===== src/rtl/ext_div_unit_pkg.sv =====
// rtl/ext_div_unit_pkg.sv - shared constants and state encoding for the divide unit
package ext_div_unit_pkg;

    localparam logic [2:0]  F3_DIV  = 3'b100;
    localparam logic [2:0]  F3_DIVU = 3'b101;
    localparam logic [2:0]  F3_REM  = 3'b110;
    localparam logic [2:0]  F3_REMU = 3'b111;

    localparam logic [31:0] INT_MIN = 32'h8000_0000;

    typedef enum logic [1:0] {
        IDLE = 2'd0,
        CALC = 2'd1,
        DONE = 2'd2
    } state_t;

endpackage


===== src/rtl/ext_div_unit_if.sv =====
// rtl/ext_div_unit_if.sv - ext* execution-port handshake between CPU and divide unit
interface ext_div_unit_if #(
    parameter int WIDTH = 32
);
    logic             start;
    logic [WIDTH-1:0] a;
    logic [WIDTH-1:0] b;
    logic [2:0]       func3;
    logic [WIDTH-1:0] r;
    logic             done;
    logic             busy;

    modport master (
        output start, a, b, func3,
        input  r, done, busy
    );

    modport slave (
        input  start, a, b, func3,
        output r, done, busy
    );
endinterface


===== src/rtl/ext_div_unit_div_step.sv =====
// rtl/ext_div_unit_div_step.sv - one combinational radix-2 restoring divide step
module ext_div_unit_div_step #(
    parameter int WIDTH = 32
) (
    input  logic [WIDTH-1:0] rem,
    input  logic [WIDTH-1:0] dvd,
    input  logic [WIDTH-1:0] divisor,
    output logic [WIDTH-1:0] rem_next,
    output logic [WIDTH-1:0] dvd_next,
    output logic             qbit
);
    logic [WIDTH:0] shifted;
    logic [WIDTH:0] diff;

    // rem < divisor on entry keeps shifted below 2*divisor, so diff's top bit is an exact borrow.
    assign shifted  = {rem, dvd[WIDTH-1]};
    assign diff     = shifted - {1'b0, divisor};
    assign qbit     = ~diff[WIDTH];
    assign rem_next = qbit ? diff[WIDTH-1:0] : shifted[WIDTH-1:0];
    assign dvd_next = {dvd[WIDTH-2:0], 1'b0};

endmodule


===== src/rtl/ext_div_unit.sv =====
// rtl/ext_div_unit.sv - sequential RV32M DIV/DIVU/REM/REMU unit, one quotient bit per cycle
module ext_div_unit
    import ext_div_unit_pkg::*;
#(
    parameter int WIDTH = 32
) (
    input  logic          clk,
    input  logic          rst,
    ext_div_unit_if.slave s
);
    localparam int                CNT_W   = $clog2(WIDTH);
    localparam logic [CNT_W-1:0]  LAST    = CNT_W'(WIDTH - 1);
    localparam logic [WIDTH-1:0]  MIN_NEG = {1'b1, {(WIDTH-1){1'b0}}};

    state_t           state, state_nxt;
    logic [CNT_W-1:0] cnt;
    logic [WIDTH-1:0] rem_q, dvd_q, quo_q, dsr_q, a_orig_q, r_q;
    logic             want_rem_q, neg_q_q, neg_r_q, div0_q, ovf_q;

    logic             accept, last, sgn;
    logic [WIDTH-1:0] a_mag, b_mag;
    logic [WIDTH-1:0] step_rem, step_dvd;
    logic             step_q;
    logic [WIDTH-1:0] quo_fin, quo_sel, rem_sel;

    assign accept = (state == IDLE) && s.start && s.func3[2];
    assign last   = (state == CALC) && (cnt == LAST);
    assign sgn    = ~s.func3[0];
    assign a_mag  = (sgn && s.a[WIDTH-1]) ? -s.a : s.a;
    assign b_mag  = (sgn && s.b[WIDTH-1]) ? -s.b : s.b;

    ext_div_unit_div_step #(.WIDTH(WIDTH)) u_step (
        .rem      (rem_q),
        .dvd      (dvd_q),
        .divisor  (dsr_q),
        .rem_next (step_rem),
        .dvd_next (step_dvd),
        .qbit     (step_q)
    );

    assign quo_fin = {quo_q[WIDTH-2:0], step_q};

    // Special cases override the iterated result; the iteration still runs full length.
    always_comb begin
        quo_sel = neg_q_q ? -quo_fin : quo_fin;
        rem_sel = neg_r_q ? -step_rem : step_rem;
        if (div0_q) begin
            quo_sel = '1;
            rem_sel = a_orig_q;
        end else if (ovf_q) begin
            quo_sel = MIN_NEG;
            rem_sel = '0;
        end
    end

    always_ff @(posedge clk or posedge rst) begin
        if (rst) begin
            state <= IDLE;
        end else begin
            state <= state_nxt;
        end
    end

    always_comb begin
        state_nxt = state;
        case (state)
            IDLE:    if (accept) state_nxt = CALC;
            CALC:    if (last) state_nxt = DONE;
            DONE:    state_nxt = IDLE;
            default: state_nxt = IDLE;
        endcase
    end

    always_ff @(posedge clk or posedge rst) begin
        if (rst) begin
            cnt        <= '0;
            rem_q      <= '0;
            dvd_q      <= '0;
            quo_q      <= '0;
            dsr_q      <= '0;
            a_orig_q   <= '0;
            r_q        <= '0;
            want_rem_q <= 1'b0;
            neg_q_q    <= 1'b0;
            neg_r_q    <= 1'b0;
            div0_q     <= 1'b0;
            ovf_q      <= 1'b0;
        end else if (accept) begin
            cnt        <= '0;
            rem_q      <= '0;
            dvd_q      <= a_mag;
            quo_q      <= '0;
            dsr_q      <= b_mag;
            a_orig_q   <= s.a;
            want_rem_q <= s.func3[1];
            neg_q_q    <= sgn && (s.a[WIDTH-1] ^ s.b[WIDTH-1]) && (s.b != '0);
            neg_r_q    <= sgn && s.a[WIDTH-1];
            div0_q     <= (s.b == '0);
            ovf_q      <= sgn && (s.a == MIN_NEG) && (s.b == '1);
        end else if (state == CALC) begin
            rem_q <= step_rem;
            dvd_q <= step_dvd;
            quo_q <= quo_fin;
            cnt   <= last ? '0 : cnt + 1'b1;
            if (last) begin
                r_q <= want_rem_q ? rem_sel : quo_sel;
            end
        end
    end

    assign s.r    = r_q;
    assign s.done = (state == DONE);
    assign s.busy = (state != IDLE);

endmodule


===== src/flat_wrapper.sv =====
// flat-port wrapper written by rule: the top's interface ports become plain ports
module ext_div_unit_flat import ext_div_unit_pkg::*;
#(
    parameter int WIDTH = 32
)
  (clk, rst, s_start, s_a, s_b, s_func3, s_r, s_done, s_busy);
  ext_div_unit_if #(.WIDTH(WIDTH)) s_i ();
  input  logic clk;
  input  logic rst;
  input wire logic [$bits(s_i.start)-1:0] s_start;
  input wire logic [$bits(s_i.a)-1:0] s_a;
  input wire logic [$bits(s_i.b)-1:0] s_b;
  input wire logic [$bits(s_i.func3)-1:0] s_func3;
  output wire logic [$bits(s_i.r)-1:0] s_r;
  output wire logic [$bits(s_i.done)-1:0] s_done;
  output wire logic [$bits(s_i.busy)-1:0] s_busy;
  assign s_i.start = s_start;
  assign s_i.a = s_a;
  assign s_i.b = s_b;
  assign s_i.func3 = s_func3;
  assign s_r = s_i.r;
  assign s_done = s_i.done;
  assign s_busy = s_i.busy;
  ext_div_unit #(.WIDTH(WIDTH)) u_core (.clk(clk), .rst(rst), .s(s_i));
endmodule

===== config.mk =====
export PLATFORM = sky130hd
export DESIGN_NAME = ext_div_unit_flat
export DESIGN_NICKNAME = d
export VERILOG_FILES = /design/src/rtl/ext_div_unit_pkg.sv /design/src/rtl/ext_div_unit_if.sv /design/src/rtl/ext_div_unit_div_step.sv /design/src/rtl/ext_div_unit.sv /design/src/flat_wrapper.sv
export SDC_FILE = /design/constraint.sdc
export NUM_CORES = 1
export LEC_CHECK = 0
export CAP_MARGIN = 30
export CORE_ASPECT_RATIO = 0.8
export CORE_UTILIZATION = 42
export DETAILED_ROUTE_END_ITERATION = 7
export GPL_ROUTABILITY_DRIVEN = 0
export HOLD_SLACK_MARGIN = 0.06
export REMOVE_ABC_BUFFERS = 1
export SLEW_MARGIN = 10
export SYNTH_ARGS = -nofsm -noshare
export SYNTH_HDL_FRONTEND = slang
export SYNTH_SLANG_ARGS = --single-unit

===== constraint.sdc =====
create_clock -name clk -period 9 [get_ports clk]
set_input_delay 0.9 -clock clk [delete_from_list [all_inputs] [get_ports clk]]
set_output_delay 0.9 -clock clk [all_outputs]
set_load 0.03 [all_outputs]

==> impl_metrics.json <==
{
  "cp_max_fo": 43,
  "ys_warn_count": 0,
  "cp.required_ns": 9.42,
  "finalPower_uw": 7740,
  "dieArea_sq_mm": 0.0338,
  "postRouteWirelength_mm": 43.8,
  "cts_buffers": 25,
  "start_util_pct": 42.7,
  "synth_edf_count": 0,
  "drt_iter0_drc": 1274,
  "setup_tns_ns": 0,
  "relSlewSlack_pct": 30.4,
  "grt_pass1_wl_mm": 69.0,
  "drt_first_pass_iters": 5,
  "cp-end-kind": "flop",
  "cts_hold_buffers": 0,
  "fin_crit_ns": 5.81,
  "cts.sinks": 203,
  "place_area_sq_mm": 0.0152,
  "whs_path_depth": 2,
  "syn_area_sq_mm": 0.0139,
  "drive_gt1_share_pct": 5.00,
  "tightest_slew_ns": 1.04,
  "synthDistinctLibCells": 83,
  "grt_max_degree": 133,
  "syn_inst": 1769,
  "synth-seq-cells": 203,
  "nFillCells": 3185,
  "yosys.area.top_type": "dfrtp_1",
  "cts_resized": 0,
  "die_h_microns": 165,
  "grt_pass1_vias": 12051,
  "post_cts_buffers": 0,
  "rsz0062_at_grt": "false",
  "synthArstFlopShare_pct": 100,
  "vias": 13195,
  "design_area_sq_mm": 0.0162,
  "reg2regPathDepth": 22,
  "power_density_mw_per_mm2": 477,
  "multi_input_area_sq_mm": 0.00819,
  "maxCapViolations": 0,
  "fp.dieW_microns": 205,
  "max_freq_mhz": 172,
  "hold_viol": 0,
  "port_buffers": 103,
  "fin_crit_sh_pct": 64.6,
  "gr-usage-all-layers_pct": 26.1,
  "ff_latch_area_sq_mm": 0.00508,
  "root_buffer": "clkbuf_16",
  "syn_area_per_cell_sq_um": 7.86,
  "hpwl_mm": 31.4,
  "ios": 104,
  "drc": 0,
  "cts_tree": "built",
  "synth.most_common_cell": "nand2_1",
  "rows": 59,
  "detail_route.wl_per_cell_microns": 19.3,
  "peakVddDrop_v": 0.000242,
  "clock_path_buffers": 3,
  "nets": 1932,
  "outcome": "finished, final reports clean",
  "cellLeakagePower_uw": 0.00682,
  "synthFlopType": "dfrtp_1",
  "reg2reg_slack_ns": 3.19,
  "cts-htree-levels": 1,
  "ys_top_cells_by_area": "dfrtp_1 37%, nand2_1 9.5%, o21ai_0 6.7%",
  "ant_nets": 0,
  "ys_seq_area_share_pct": 36.6,
  "crit_path_start_kind": "flop",
  "worstPathArrival_ns": 6.23,
  "finalMaxSlewViolations": 0,
  "hold_class": "reg2reg",
  "synth_top_area_share_pct": 36.6,
  "yosys-top-cells-count": "352 x nand2_1, 203 x dfrtp_1, 185 x o21ai_0, 143 x nor2_1, 99 x a21oi_1",
  "avgViaCountPerCell": 5.82,
  "diodes": 0,
  "finalClockSkew_ns": 0.0288,
  "clock_latency_ns": 0.55,
  "coreArea_sq_mm": 0.0326,
  "overflow": 0,
  "setup_viol": 0,
  "syn2layout_area_growth_pct": 16.8,
  "final_core_util_pct": 49.9,
  "critPathKind": "reg2reg",
  "clkTransAtPathRegs_ns": 0.06,
  "hold_slack_ns": 0.478,
  "antenna_found_initial": 0
}
[cell type report]
type	instances	share of cell area, %
Clock inverter	12	1.03
Sequential cell	203	31.3
Inverter	64	1.53
Multi-Input combinational cell	1401	50.4
Clock buffer	32	4.32
Timing Repair Buffer	127	8.11
Tap cell	427	3.29
[kinds of logic (layout without fill, tap and decap cells)]
logic type | after synthesis | after routing | share of synthesized area [%]
XOR/XNOR | 142 | 142 | 8.95
adder cells (fa/ha/maj) | 40 | 40 | 3.66
buffers and inverters | 165 | 235 | 4.77
AO/OA/AOI/OAI | 491 | 491 | 22.0
multiplexers | 24 | 24 | 1.74
flip-flops | 203 | 203 | 36.6
AND/OR/NAND/NOR | 704 | 704 | 22.3
[critical path: stages, from the launching register on]
cell and delay, ns:
dfrtp_1 0.46, ha_1 0.46, nand2_1 0.20, o21ai_1 0.30
a211oi_1 0.13, o31ai_1 0.61, o21a_2 0.36, nor2_4 0.06
inv_2 0.07, buf_4 0.41, nor2_1 0.07, a21oi_1 0.24
ha_1 0.25, inv_1 0.06, or3_1 0.39, nor3_1 0.14
o21ai_0 0.11, o41a_1 0.18, a21o_1 0.27, o41ai_1 0.43
xor2_1 0.11, a221oi_1 0.29, nor2_1 0.08
[state kept, by name, indices dropped and copies added, names as in the netlist, 2 cells and up]
register / count
u_core.rem_q: 32
u_core.a_orig_q: 32
u_core.cnt: 5
u_core.quo_q: 31
u_core.dvd_q: 32
u_core.dsr_q: 32
u_core.s.r: 32
u_core.state: 2
[power by group]
group | internal (uW) | switching, uW
logic | 1760 | 3100
registers | 1360 | 436
clock network | 662 | 419
[final timing paths]
path | from | end
setup / recovery | u_core.rem_q[17]$_DFFE_PP0P_ | u_core.s.r[28]$_DFFE_PP0P_
hold / removal | u_core.dsr_q[19]$_DFFE_PP0P_ | u_core.dsr_q[19]$_DFFE_PP0P_
setup reg to reg | u_core.rem_q[17]$_DFFE_PP0P_ | u_core.s.r[28]$_DFFE_PP0P_
hold reg to reg | u_core.dsr_q[19]$_DFFE_PP0P_ | u_core.dsr_q[19]$_DFFE_PP0P_
max in group asynchronous | rst | u_core.a_orig_q[25]$_DFFE_PP0P_
min in group asynchronous | rst | u_core.s.r[21]$_DFFE_PP0P_
[routing by layer]
metal | global-route usage (%) | vias to the layer above | share of wire, %
met5 | 0 | - | 0
met4 | 4.14 | 0 | 1.3
met3 | 4.78 | 41 | 7.3
met2 | 38.1 | 436 | 42
met1 | 40.2 | 6369 | 49
li1 | - | 6349 | -
[metrics by stage]
step,setup slack [ns],std cells
2_1_floorplan,2.54,1668
3_3_place_gp,3.35,2214
3_5_place_dp,3.16,2215
4_1_cts,3.11,2259
5_1_grt,2.62,2266
6_report,3.19,2266
[placed cells by master, fill, tap and decap left out, drive strengths merged, types with 4 or more instances in the layout]
cell             n
a221o            4
nor3            46
and3             6
o31a             6
o41ai           10
inv             64
nand3           51
a21o             9
dfrtp          203
a22oi            8
o21ai          193
buf             24
clkinv           7
o21a            10
xnor2           78
bufinv           4
nand2          352
nor2           145
o211ai          17
xor2            64
and2             4
clkbuf          32
nor4            16
or3             14
a221oi          12
o22ai           13
a311oi           4
a21oi           99
a31oi           45
nand2b          12
nor2b            8
o31ai           29
or4             13
or2              4
clkdlybuf4s50  103
ha              39
o211a            4
mux2i           23
nand4           18
No activity file was read; power rests on OpenSTA's default activity.
